<file path="src/rtl/stopwatch_pkg.sv">
// rtl/stopwatch_pkg.sv - states, segment patterns and digit limit shared by stopwatch_counter
package stopwatch_pkg;

  typedef enum logic [1:0] {
    ST_IDLE  = 2'd0,
    ST_RUN   = 2'd1,
    ST_PAUSE = 2'd2
  } sw_state_t;

  // Active-low a..g in bits 0..6, dp (bit 7) held off
  localparam logic [7:0] SEG_0     = 8'hC0;
  localparam logic [7:0] SEG_1     = 8'hF9;
  localparam logic [7:0] SEG_2     = 8'hA4;
  localparam logic [7:0] SEG_3     = 8'hB0;
  localparam logic [7:0] SEG_4     = 8'h99;
  localparam logic [7:0] SEG_5     = 8'h92;
  localparam logic [7:0] SEG_6     = 8'h82;
  localparam logic [7:0] SEG_7     = 8'hF8;
  localparam logic [7:0] SEG_8     = 8'h80;
  localparam logic [7:0] SEG_9     = 8'h90;
  localparam logic [7:0] SEG_BLANK = 8'hFF;

  localparam logic [3:0] DIGIT_MAX = 4'd9;

endpackage

</file>
<file path="src/rtl/sseg_encoder.sv">
// rtl/sseg_encoder.sv - combinational BCD digit to active-low seven-segment pattern
module sseg_encoder
  import stopwatch_pkg::*;
(
  input  logic [3:0] bcd,
  output logic [7:0] seg
);

  always_comb begin
    seg = SEG_BLANK;
    case (bcd)
      4'd0:    seg = SEG_0;
      4'd1:    seg = SEG_1;
      4'd2:    seg = SEG_2;
      4'd3:    seg = SEG_3;
      4'd4:    seg = SEG_4;
      4'd5:    seg = SEG_5;
      4'd6:    seg = SEG_6;
      4'd7:    seg = SEG_7;
      4'd8:    seg = SEG_8;
      4'd9:    seg = SEG_9;
      default: seg = SEG_BLANK;
    endcase
  end

endmodule

</file>
<file path="src/rtl/stopwatch_counter.sv">
// rtl/stopwatch_counter.sv - 00.00..99.99 stopwatch; STOPWATCH_SATURATE_EN selects saturate-and-pause at 99.99
module stopwatch_counter
  import stopwatch_pkg::*;
#(
  parameter int TICK_DIV = 1000000
) (
  input  logic       clk,
  input  logic       rst_n,
  input  logic       start_stop,
  input  logic       clear,
  output logic [7:0] seg0,
  output logic [7:0] seg1,
  output logic [7:0] seg2,
  output logic [7:0] seg3,
  output logic       running,
  output logic       ovf
);

  localparam int PW = $clog2(TICK_DIV);
  localparam logic [PW-1:0] PRESC_LAST = PW'(TICK_DIV - 1);

`ifdef STOPWATCH_SATURATE_EN
  localparam bit SATURATE = 1'b1;
`else
  localparam bit SATURATE = 1'b0;
`endif

  sw_state_t     state, state_nxt;
  logic [PW-1:0] presc;
  logic [3:0]    dig     [4];
  logic [3:0]    dig_nxt [4];
  logic [7:0]    seg_enc [4];
  logic          tick, at_max, carry;

  assign tick   = (state == ST_RUN) && (presc == PRESC_LAST);
  assign at_max = (dig[0] == DIGIT_MAX) && (dig[1] == DIGIT_MAX) &&
                  (dig[2] == DIGIT_MAX) && (dig[3] == DIGIT_MAX);

  always_ff @(posedge clk or negedge rst_n) begin
    if (!rst_n) state <= ST_IDLE;
    else        state <= state_nxt;
  end

  always_comb begin
    state_nxt = state;
    if (clear) begin
      state_nxt = ST_IDLE;
    end else begin
      if (start_stop) begin
        case (state)
          ST_IDLE:  state_nxt = ST_RUN;
          ST_RUN:   state_nxt = ST_PAUSE;
          default:  state_nxt = ST_RUN;
        endcase
      end
      if (SATURATE && tick && at_max) state_nxt = ST_PAUSE;
    end
  end

  // Decimal cascade: each digit wraps 9->0 and passes the carry upward
  always_comb begin
    carry = tick && !(SATURATE && at_max);
    for (int i = 0; i < 4; i++) begin
      dig_nxt[i] = dig[i];
      if (carry) begin
        if (dig[i] >= DIGIT_MAX) begin
          dig_nxt[i] = 4'd0;
        end else begin
          dig_nxt[i] = dig[i] + 4'd1;
          carry      = 1'b0;
        end
      end
    end
  end

  for (genvar g = 0; g < 4; g++) begin : g_enc
    sseg_encoder u_enc (
      .bcd (dig[g]),
      .seg (seg_enc[g])
    );
  end

  always_ff @(posedge clk or negedge rst_n) begin
    if (!rst_n) begin
      presc   <= '0;
      ovf     <= 1'b0;
      running <= 1'b0;
      seg0    <= SEG_0;
      seg1    <= SEG_0;
      seg2    <= SEG_0;
      seg3    <= SEG_0;
      for (int i = 0; i < 4; i++) dig[i] <= 4'd0;
    end else begin
      running <= (state_nxt == ST_RUN);
      seg0    <= seg_enc[0];
      seg1    <= seg_enc[1];
      seg2    <= seg_enc[2];
      seg3    <= seg_enc[3];
      if (clear) begin
        presc <= '0;
        ovf   <= 1'b0;
        for (int i = 0; i < 4; i++) dig[i] <= 4'd0;
      end else begin
        // Prescaler holds outside RUN so a resume keeps the partial tick
        if (state == ST_RUN) presc <= tick ? '0 : presc + PW'(1);
        if (tick && at_max) ovf <= 1'b1;
        for (int i = 0; i < 4; i++) dig[i] <= dig_nxt[i];
      end
    end
  end

endmodule

</file>
<file path="config.mk">
export PLATFORM = sky130hd
export DESIGN_NAME = stopwatch_counter
export DESIGN_NICKNAME = d
export VERILOG_FILES = /design/src/rtl/stopwatch_pkg.sv /design/src/rtl/sseg_encoder.sv /design/src/rtl/stopwatch_counter.sv
export SDC_FILE = /design/constraint.sdc
export NUM_CORES = 1
export LEC_CHECK = 0
export CORE_MARGIN = 2
export CORE_UTILIZATION = 30
export DETAILED_ROUTE_END_ITERATION = 8
export GPL_TIMING_DRIVEN = 1
export PLACE_DENSITY_LB_ADDON = 0.08
export SLEW_MARGIN = 10
export SYNTH_ARGS = -nofsm -noshare
export SYNTH_HDL_FRONTEND = slang
export SYNTH_SLANG_ARGS = --single-unit
</file>
<file path="constraint.sdc">
create_clock -name clk -period 2.5 [get_ports clk]
set_input_delay 0.75 -clock clk [delete_from_list [all_inputs] [get_ports clk]]
set_output_delay 0.75 -clock clk [all_outputs]
set_load 0.03 [all_outputs]
</file>
After elaboration in Yosys (flattened, before gate mapping). Memories as Yosys holds them, arrays and structs flattened. A register that Yosys moved wholly into a read port is not among the register bits. Cells that the tools add are included.

Bitwise logic cells: 0. Multiply operators: 0. Shift operators: 0. Add/subtract/negate cells: 5. Eq/ne operators: 7. Multiplexer cells: 23. Magnitude comparators: 4. Div/mod/pow operators: 0. Reductions and logical operators: 15.

Operator list (count): 2-to-1 mux 20 bit (3); 2-to-1 mux 4 bit (8); adder 20 x 1 -> 20 bit (second input constant) (1); == test 20 bit (second input constant) (1); adder 4 x 1 -> 4 bit (second input constant) (4); == test 4 bit (second input constant) (4); >= comparator 4 bit (second input constant) (4); 2-to-1 mux 16 bit (1); nonzero test 2 bit (6); 2-to-1 mux 1 bit (8); 2-to-1 mux 2 bit (3); logical AND 1 bit (5); == test 2 x 1 -> 1 bit (second input constant) (2); zero test 1 bit (4).

Bits in writable memories: 0. Output and inout port bits: 34. Input port bits: 4. Register bits after elaboration: 72. Memory bits (read-only): 448. Word-level logic and storage cells: 70. Latch bits: 0. Memories: 4.

Memories: (name not given) (depth 16, bits a word 7, read ports 1, clocked after memory_dff 1, write ports 0, RTL line sseg_encoder.sv:11) `case (bcd)`; (name not given) (depth 16, bits a word 7, read ports 1, clocked after memory_dff 1, write ports 0, RTL line sseg_encoder.sv:11); (name not given) (depth 16, bits a word 7, read ports 1, clocked after memory_dff 1, write ports 0, RTL line sseg_encoder.sv:11); (name not given) (depth 16, bits a word 7, read ports 1, clocked after memory_dff 1, write ports 0, RTL line sseg_encoder.sv:11).

Depth between registers and ports, before layout. Gate-level depths: netlist of the first run.

Depth in word-level cells: 7. Depth in mapped cells: 8.

Modules after synthesis. A second synthesis of the first run with hierarchy kept.

Cell total of the unflattened synthesis: 422. Area total of the unflattened synthesis: 4021.4 µm².

By module, submodules not included: stopwatch_counter (instances 1, area an instance 3135.5 µm², cells each 282); sseg_encoder (instances 4, area an instance 221.5 µm², cells each 35).

Worst setup path before layout of the first run. No wires, ideal clock.

Kind: register to register. Start point: register presc[12]. End point: register dig[2] (netlist bit). Cell stages (with the launch flop): 6. Arrival: 2.103 ns. Required time: 2.422 ns. Slack: 0.319 ns. Setup time: 0.078 ns. Cell sequence: dfrtp_1 or4b_4 nor4_4 nand4_4 or4b_1 a21oi_1.

Cells in the longest elaborated chain, start to end: 6.

Ends and longest elaborated chain: start: declaration (RTL line stopwatch_counter.sv:29) `logic [PW-1:0] presc;`; start signal: assignment (RTL line stopwatch_counter.sv:105) `if (state == ST_RUN) presc <= tick ? '0 : presc + PW'(1);`; == test 20 bit (RTL line stopwatch_counter.sv:35) `assign tick = (state == ST_RUN) && (presc == PRESC_LAST);`; logical AND 1 bit (RTL line stopwatch_counter.sv:35); 2-to-1 mux 1 bit (3 in a row) (RTL line stopwatch_counter.sv:65) `if (carry) begin`; nonzero test 2 bit (no line); end: declaration (RTL line stopwatch_counter.sv:30) `logic [3:0] dig [4];`.

Every way passes these cells. A chain may end at the register's enable or synchronous reset.

Worst setup path after layout of the first run.
Start point: register seg0[6]. End point: output port seg0[6].

RTL lines: start: declaration (RTL line stopwatch_counter.sv:11) `output logic [7:0] seg0,`.

No word-level cell between the ends.

==> results.toml, run 1 <==
[clock_network]
clkLatencyLatePin_ns = 0.34
cts_max_path_buffers = 2
clock-sinks = 68
cts_resized = 0
cts_hold_buf = 0
cts_max_level = 3
cts_buffers = 9
cts_root_buf = "clkbuf_16"
post_cts_buffers = 0
cts_tree = "built"
clk_pin_slew_ns = 0.06

[power]
powerDensity_nw_per_um2 = 580
cellLeakagePower_nw = 2.02
vdd_ir_drop_max_uv = 353
power.total_w = 0.00264

[job]
drv_cap = 0

[logic_synthesis]
synth_top_area_cell = "dfrtp_1"
synth_area_per_cell_um2 = 9.35
yosysMostFrequentCell = "dfrtp_1"
synth-edff-count = 0
ys_types = 48
yosys_warnings = 0
synth_common_cells = "dfrtp_1 (64), nor2_1 (48), nand2_1 (36)"
ys_top_cells_by_area = "dfrtp_1 (44%), ha_1 (6.9%), nor2_1 (5.0%)"
yosysSeqAreaShare_pct = 47.1
async_flop_share_pct = 100
synthFlopType = "dfrtp_1"
syn_inst = 388
ys_seq_elements = 68
synth_area_um2 = 3630
yosysTopAreaCellShare_pct = 44.2

[placed_design]
io_buffers = 33
dpl.cell_count = 575
routabilityCongestion = 0.853
place_hpwl_um = 5960
place_area_um2 = 4240

[worst_setup_path]
critPathKind = "reg -> out"
crit_family = "buffers and inverters"
worstPathArrival_ns = 1.51
path_cells = "clkdlybuf4s50_1"
crit_path_end_kind = "output pin"
critPathSlowestCell = "clkdlybuf4s50_1"
crit_buf_inv = 1
cp_max_fo = 1
cp_data_required_time_ns = 1.75
cp_slowest_stage_delay_ns = 0.65
startpoint_type = "flop"

[cells_and_area]
fin_cells = 591
post-route-cell-area_um2 = 4560
drive_gt1_share_pct = 13.1
multi_input_area_um2 = 1760
areaGrowthSynthToFinish_pct = 25.8
nFillCells = 1196
nNetsFinal = 463
diodes = 0
regArea_um2 = 1710

[sta]
timing.final.crit_share_pct = 90.4
relSlewSlack_pct = 51.1
rsz0062_at_grt = "no"
tightest_slew_ns = 0.727
worst_hold_slack_ns = 0.433
slew_viol_final = 0
fmax_mhz = 442
setup_viol = 0
fin_crit_ns = 2.26
finalHoldViolCount = 0
setup_tns_ns = 0
clock-skew-final_ns = 0.00712

[detailed_routing]
drt_iter0_drc = 119
routed_wirelength_um = 8550
vias_per_cell = 4.80
route.vias.total = 2837
ant_nets = 0
drc_errors = 0
wire_per_inst_um = 14.5
drtPass1Iterations = 4

[floorplan]
fp.coreArea_um2 = 11900
dieWidth_um = 114
die_area_um2 = 13000
rows = 40
start_util_pct = 30.5
num_io_pins = 38
die_h_um = 114

[global_route]
grt_pass1_vias = 2843
grt-ovfl-total = 0
grt_pass1_wl_um = 14400
grt_usage_pct = 14.3
antenna_found_initial = 0
grt_max_degree = 69

[worst_hold_path]
min_path_type = "in -> async"

[outcome]
status = "finished clean"
==> routing by layer <==
metal	global-route usage (%)	vias up	share of wire [%]
met2	23.7	48	49
met4	5.20	0	2.0
met1	17.2	1342	45
li1	-	1433	-
met3	4.99	14	3.8
met5	0	-	0
==> area by class of cell <==
| class | instances | area share, % |
|---|---|---|
| Multi-Input combinational cell | 284 | 38.7 |
| Sequential cell | 68 | 37.4 |
| Timing Repair Buffer | 56 | 11.2 |
| Clock buffer | 13 | 6.14 |
| Tap cell | 147 | 4.03 |
| Inverter | 20 | 1.65 |
| Clock inverter | 3 | 0.932 |
==> through the flow <==
step	setup WS, ns	utilization, %
floorplan	0.319	-
global placement	0.232	35.6
detailed placement	0.214	35.6
CTS	0.219	38.3
global route	0.101	38.3
finish	0.240	38.3
==> placed cells by master (no fill, tap or decap), types with 2 or more instances in the layout <==
cell,n
or3b_1,2
clkdlybuf4s50_1,32
o21ai_0,23
clkbuf_8,4
a211oi_1,3
and3_1,2
or3b_2,2
clkbuf_16,9
nor2b_1,3
conb_1,4
a31oi_1,4
dfstp_2,4
inv_1,20
nor2_1,48
nand2_1,36
or4b_1,4
xnor2_1,7
nand3_1,13
mux2i_1,4
or3_1,5
or2_2,6
or4_1,2
nand2b_1,9
xor2_1,9
buf_4,22
dfrtp_1,64
nor4_1,2
o31ai_1,5
nand4_1,9
nor3_1,5
o21a_1,3
a21o_1,2
o211a_1,3
a21oi_1,35
ha_1,20
==> flip-flops by register name (all words and copies together) (netlist names) <==
| signal | cells |
|---|---|
| dig | 16 |
| seg0 | 7 |
| state | 2 |
| seg3 | 7 |
| ovf | 1 |
| seg2 | 7 |
| presc | 20 |
| running | 1 |
| seg1 | 7 |
==> worst paths after layout <==
check	from	end	slack, ns	cells after the start
setup / recovery	seg0[6]	seg0[6]	0.24	1
hold / removal	rst_n	seg3[1]	0.43	2
setup reg to reg	presc[15]	dig[2]	0.24	5
hold reg to reg	ovf	ovf	0.54	1
max in group asynchronous	rst_n	seg2[6]	1.74	2
min in group clk	ovf	ovf	0.54	1
==> report_power, final <==
group | internal, W | leakage (nW) | total, W | switching, W
logic | 0.0000482 | 0.935 | 0.000143 | 0.0000946
clock network | 0.000879 | 0.158 | 0.00138 | 0.000498
registers | 0.00112 | 0.931 | 0.00112 | 0.00000797
total | 0.00204 | 2.02 | 0.00264 | 0.000601
==> kinds of logic (layout without fill, tap and decap cells) <==
group / Yosys count / in the layout / synth area share (%)
adders and majority gates: 20 / 20 / 6.90
muxes: 4 / 4 / 1.10
other: 1 / 4 / 0.103
xor gates and xnor gates: 16 / 16 / 3.86
and+or+nand+nor: 158 / 158 / 23.3
buffers and inverters: 39 / 92 / 4.62
AOI/OAI and AO/OA: 82 / 82 / 13.1
DFF: 68 / 68 / 47.1
Power figures use the tool's default switching activity.
==> run 2: changes to the inputs <==
--- a/config.mk
+++ b/config.mk
@@ -8,7 +8,7 @@
 export CORE_MARGIN = 2
 export CORE_UTILIZATION = 30
 export DETAILED_ROUTE_END_ITERATION = 8
-export GPL_TIMING_DRIVEN = 1
+export GPL_ROUTABILITY_DRIVEN = 0
 export PLACE_DENSITY_LB_ADDON = 0.08
 export SLEW_MARGIN = 10
 export SYNTH_ARGS = -nofsm -noshare
==> results of run 2 <==
Final layout, timing and power as in run 1 (identical DEF).
